==> src/rtl/fetch_ctrl.sv <==
// fetch_ctrl: instruction-fetch sequencer for a synchronous-read instruction
// memory with a 1-cycle read latency. It issues a fetch address every cycle,
// tracks which PC the returning word belongs to, and hands instruction and PC
// to decode under a valid/ready handshake. It also handles redirects and halt,
// and keeps counters of fetched instructions and stalled cycles.
//
// state   | meaning
// --------+---------------------------------------------------------------
// ST_RUN  | fetching; a word is presented to decode whenever resp_valid_q
// ST_HALT | fetch stopped; only redirect_i or rst_i leaves this state
module fetch_ctrl #(
    parameter int                    ADDR_WIDTH  = 32,
    parameter int                    INSTR_WIDTH = 32,
    parameter logic [ADDR_WIDTH-1:0] RESET_PC    = '0
) (
    input  logic                   clk_i,
    input  logic                   rst_i,
    input  logic                   ready_i,
    input  logic                   redirect_i,
    input  logic [ADDR_WIDTH-1:0]  redirect_pc_i,
    input  logic                   halt_i,
    output logic [ADDR_WIDTH-1:0]  imem_addr_o,
    input  logic [INSTR_WIDTH-1:0] imem_rdata_i,
    output logic                   valid_o,
    output logic [INSTR_WIDTH-1:0] instr_o,
    output logic [ADDR_WIDTH-1:0]  pc_o,
    output logic [ADDR_WIDTH-1:0]  pc_plus4_o,
    output logic                   misalign_o,
    output logic [31:0]            fetch_cnt_o,
    output logic [31:0]            stall_cnt_o
);

    typedef enum logic {
        ST_RUN  = 1'b0,
        ST_HALT = 1'b1
    } state_t;

    localparam logic [ADDR_WIDTH-1:0] PC_STEP = ADDR_WIDTH'(4);

    state_t                  state_q, state_d;
    logic [ADDR_WIDTH-1:0]   fetch_pc_q, fetch_pc_d;
    logic [ADDR_WIDTH-1:0]   resp_pc_q, resp_pc_d;
    logic                    resp_valid_q, resp_valid_d;
    logic                    misalign_q;
    logic [31:0]             fetch_cnt_q, stall_cnt_q;

    logic                    in_run;
    logic                    stall;
    logic [ADDR_WIDTH-1:0]   tgt;

    assign in_run = (state_q == ST_RUN);
    assign stall  = resp_valid_q & ~ready_i;
    assign tgt    = {redirect_pc_i[ADDR_WIDTH-1:2], 2'b00};

    // Fetch address: a stalled word is re-read so imem_rdata_i stays stable
    // without needing a skid buffer.
    always_comb begin
        imem_addr_o = fetch_pc_q;
        if (redirect_i) begin
            imem_addr_o = tgt;
        end else if (in_run && stall) begin
            imem_addr_o = resp_pc_q;
        end
    end

    // Decode-facing outputs; the wrong-path word is squashed in the redirect
    // cycle, and everything reads as idle while reset is held.
    always_comb begin
        valid_o     = ~rst_i & in_run & resp_valid_q & ~redirect_i;
        instr_o     = imem_rdata_i;
        pc_o        = rst_i ? '0 : resp_pc_q;
        pc_plus4_o  = pc_o + PC_STEP;
        misalign_o  = misalign_q & ~rst_i;
        fetch_cnt_o = fetch_cnt_q;
        stall_cnt_o = stall_cnt_q;
    end

    // Next-state: redirect beats halt, halt beats stall, otherwise advance.
    always_comb begin
        state_d      = state_q;
        fetch_pc_d   = fetch_pc_q;
        resp_pc_d    = resp_pc_q;
        resp_valid_d = resp_valid_q;
        if (redirect_i) begin
            state_d      = ST_RUN;
            resp_pc_d    = tgt;
            resp_valid_d = 1'b1;
            fetch_pc_d   = tgt + PC_STEP;
        end else if (in_run) begin
            if (halt_i) begin
                state_d      = ST_HALT;
                resp_valid_d = 1'b0;
            end else if (!stall) begin
                resp_pc_d    = fetch_pc_q;
                resp_valid_d = 1'b1;
                fetch_pc_d   = fetch_pc_q + PC_STEP;
            end
        end
    end

    // State, PC tracking, misalign flag and performance counters.
    always_ff @(posedge clk_i) begin
        if (rst_i) begin
            state_q      <= ST_RUN;
            fetch_pc_q   <= RESET_PC;
            resp_pc_q    <= '0;
            resp_valid_q <= 1'b0;
            misalign_q   <= 1'b0;
            fetch_cnt_q  <= '0;
            stall_cnt_q  <= '0;
        end else begin
            state_q      <= state_d;
            fetch_pc_q   <= fetch_pc_d;
            resp_pc_q    <= resp_pc_d;
            resp_valid_q <= resp_valid_d;
            misalign_q   <= redirect_i & (redirect_pc_i[1:0] != 2'b00);
            if (valid_o && ready_i) begin
                fetch_cnt_q <= fetch_cnt_q + 32'd1;
            end
            if (valid_o && !ready_i) begin
                stall_cnt_q <= stall_cnt_q + 32'd1;
            end
        end
    end

endmodule

==> config.mk <==
export PLATFORM = sky130hd
export DESIGN_NAME = fetch_ctrl
export DESIGN_NICKNAME = d
export VERILOG_FILES = /design/src/rtl/fetch_ctrl.sv
export SDC_FILE = /design/constraint.sdc
export NUM_CORES = 1
export LEC_CHECK = 0
export ABC_AREA = 1
export BUFFER_PORTS_ARGS = -buffer_cell sky130_fd_sc_hd__buf_2
export CORE_MARGIN = 2
export CORE_UTILIZATION = 47
export CTS_CLUSTER_DIAMETER = 100
export DETAILED_ROUTE_END_ITERATION = 8
export MAX_ROUTING_LAYER = met4
export PLACE_DENSITY = 0.87
export SYNTH_ARGS = -nofsm -noshare
export SYNTH_HDL_FRONTEND = slang
export SYNTH_SLANG_ARGS = --single-unit
==> constraint.sdc <==
create_clock -name clk_i -period 3.45 [get_ports clk_i]
set_clock_uncertainty 0.2 [all_clocks]
set_input_delay 0.69 -clock clk_i [delete_from_list [all_inputs] [get_ports clk_i]]
set_output_delay 0.69 -clock clk_i [all_outputs]
set_load 0.05 [all_outputs]
==> results.cfg <==
[outcome]
status = completed

[yosys]
synth_edf_count = 0
yosys_warnings = 0
postSynthCellCount = 1381
synth_seq_area_share_pct = 29.8
ys_top_cells_by_area = dfxtp_1, nand2_1, nor2_1
synthFlopType = dfxtp_1
synth_cell_types = 43
ys_ff_latch = 127
synth_top_cell_by_area = dfxtp_1
async_flop_share_pct = 0
yosysTopAreaCellShare_pct = 29.8
syn_avg_cell_area_sq_um = 6.18
syn_area_sq_um = 8540

[setup_path]
path_class = input pin to primary output
crit_fanout = 8
worstPathArrival_ns = 2.48
r2r-end = stall_cnt_o[24]
r2r_setup_slack_ns = 1.12
worstRegToRegCells = 11
crit_path_end_kind = primary output
required_ns = 2.56
rr_startpoint = state_q
start_kind = input pin

[cts]
cts_buffer_depth = 2
post_cts_buffers = 0
clock_latency_ns = 0.42
h-tree-depth = 4
path_clk_slew_ns = 0.05
ctsHoldBuffers = 0
clock-sinks = 127
root_buffer = clkbuf_16
cts_tree = built
cts_made_buffers = 17

[floorplanning]
die_area_sq_um = 19300
die_y_um = 139
die_width_um = 139
num_io_pins = 263
rows = 49
initial_core_util_pct = 47.7
core_area_sq_um = 17900

[power]
power_mw = 4.18
comb_power_share_pct = 21.1
sw_frac_of_total_pct = 33.5
p_switching_mw = 1.40
clkPwrFrac_pct = 41.3
power.internal_mw = 2.78
leakagePower_nw = 4.76
power_density_nw_per_um2 = 397
power_frac_seq_pct = 37.6
ir_drop_mv = 0.343

[sta]
hold_viol_final = 0
rsz0062_at_grt = yes
max_slew_margin_pct = 53.0
fmax_mhz = 297
setup_viol = 0
hold-worst-slack_ns = 0.263
tightest_slew_ns = 0.704
final.period_utilization_pct = 97.6
finalMaxSlewViolations = 0
period_needed_ns = 3.37

[place]
finalWeightedCongestion = 0.937
io_buffers = 192
hpwl_mm = 19.3

[grt]
antenna_found_initial = 0
grt-ovfl-total = 0
grt_pass1_vias = 8551
grt_pass1_wl_mm = 41.7
grt_max_degree = 72
grtUsageTotal_pct = 26.8

[detailed_routing]
viasPerCell = 5.26
ant_nets = 0
drc_errors = 0
wl_per_cell_um = 14.3
totalWireLength_mm = 25.7
vias = 9459
dr.pass1.iters = 5
drt_iter0_markers = 850

[job]
maxCapViolations = 0

[layout]
area_growth_pct = 23.4
drive_gt1_share_pct = 22.6
fin_nets = 1628
diodes = 0

[hold_path]
worstHoldPathType = flop to flop
hold_path_end = fetch_pc_q[30]
worstHoldStart = fetch_pc_q[30]
holdPathStages = 2
==> kinds of logic after synthesis <==
kind of cell | share of synthesized area [%]
compound gates | 15.7
buf+inv | 13.3
other cells | 0.0439
mux | 0.469
fa+ha+maj | 0.586
xor+xnor | 4.51
simple gates | 35.7
flops | 29.8
==> timing repair <==
| item | 4_1_cts | 5_1_grt |
|---|---|---|
| hold endpoints to repair | 0 | 0 |
| endpoints found under the setup margin | 1 | 10 |
| resized for setup | 0 | 15 |
| pin swaps | 1 | 3 |
==> synth_stat cells (6+ instances only) <==
master and instances:
nor2_2 15, o21ai_0 125, xnor2_1 16, a211oi_1 14
xor2_1 28, dfxtp_1 127, buf_4 40, nor3_1 46
nor2_1 177, nand3_1 41, inv_1 159, buf_2 11
nand2_1 367, a21oi_1 70, nor3b_1 6, clkbuf_1 19
nand4_1 21, nor2_4 8, nand2_2 10, o21bai_1 13
buf_1 8
==> worst max-delay path: stages <==
cell and delay [ns]:
buf_4 0.17, nor2_4 0.12, ha_2 0.19, inv_2 0.06, nor3_4 0.15, nand4_1 0.19, nor3_2 0.30, nand2_2 0.17
nor2_1 0.13, nand2_1 0.09, nand2_4 0.06, buf_6 0.15
==> flip-flops by register name, indices dropped and copies added, names as in the netlist <==
name	cells
stall_cnt_o	32
resp_valid_q	1
resp_pc_q	30
fetch_pc_q	30
state_q	1
misalign_q	1
fetch_cnt_o	32
==> metrics by stage <==
step                      utilization, %  setup TNS [ns]  cell area [sq um]  cells  worst slack [ns]
final                               58.8               0              10500   1797            0.0837
after global routing                58.8         -0.0498              10500   1797           -0.0161
after CTS                           58.6               0              10500   1797           0.00973
after detailed placement            55.4         -0.0192               9920   1765           -0.0192
after global placement              55.4               0               9920   1765            0.0270
after floorplan                        -           -5.71               8900   1386            -0.537
==> per-layer routing <==
| layer | vias to the layer above | GRT usage [%] | wire, um |
|---|---|---|---|
| met1 | 4292 | 35.6 | 11400 |
| met2 | 397 | 42.7 | 12100 |
| met4 | 0 | 7.18 | 437 |
| met3 | 39 | 4.35 | 1780 |
| met5 | - | - | 0 |
| li1 | 4731 | - | - |
==> cell usage in the layout (no fill, tap or decap), types with 15 or more instances in the layout <==
cell type,n
nand2_1,365
buf_2,184
nor2_1,172
inv_1,156
dfxtp_1,127
o21ai_0,123
a21oi_1,70
nor3_1,42
buf_4,41
nand3_1,39
nand4_1,21
clkbuf_16,17
nor2_2,15
xor2_1,15
==> area by class of cell <==
type	instances	area [sq um]
Multi-Input combinational cell	1011	5210
Clock buffer	19	453
Timing Repair Buffer	233	1310
Tap cell	229	287
Fill cell	1667	7370
Sequential cell	127	2540
Inverter	165	622
Clock inverter	13	115
==> power by group through the flow <==
stage | sequential (mW) | clock (mW) | combinational (mW)
2_1_floorplan | 1.59 | 0 | 0.769
3_3_place_gp | 1.60 | 0 | 0.861
3_5_place_dp | 1.60 | 0 | 0.870
4_1_cts | 1.57 | 1.75 | 0.875
5_1_grt | 1.58 | 1.82 | 0.954
6_report | 1.57 | 1.73 | 0.884
==> worst max path at each step <==
stage	depth (start not counted)	from	endpoint	slack, ns
6_report	12	rst_i	pc_plus4_o[24]	0.08
3_5_place_dp	12	rst_i	pc_plus4_o[24]	-0.02
3_3_place_gp	12	rst_i	pc_plus4_o[24]	0.03
5_1_grt	11	rst_i	pc_plus4_o[27]	-0.02
2_1_floorplan	13	rst_i	pc_plus4_o[20]	-0.54
4_1_cts	12	resp_pc_q[2]	pc_plus4_o[24]	0.01
Power figures use the tool's default switching activity.
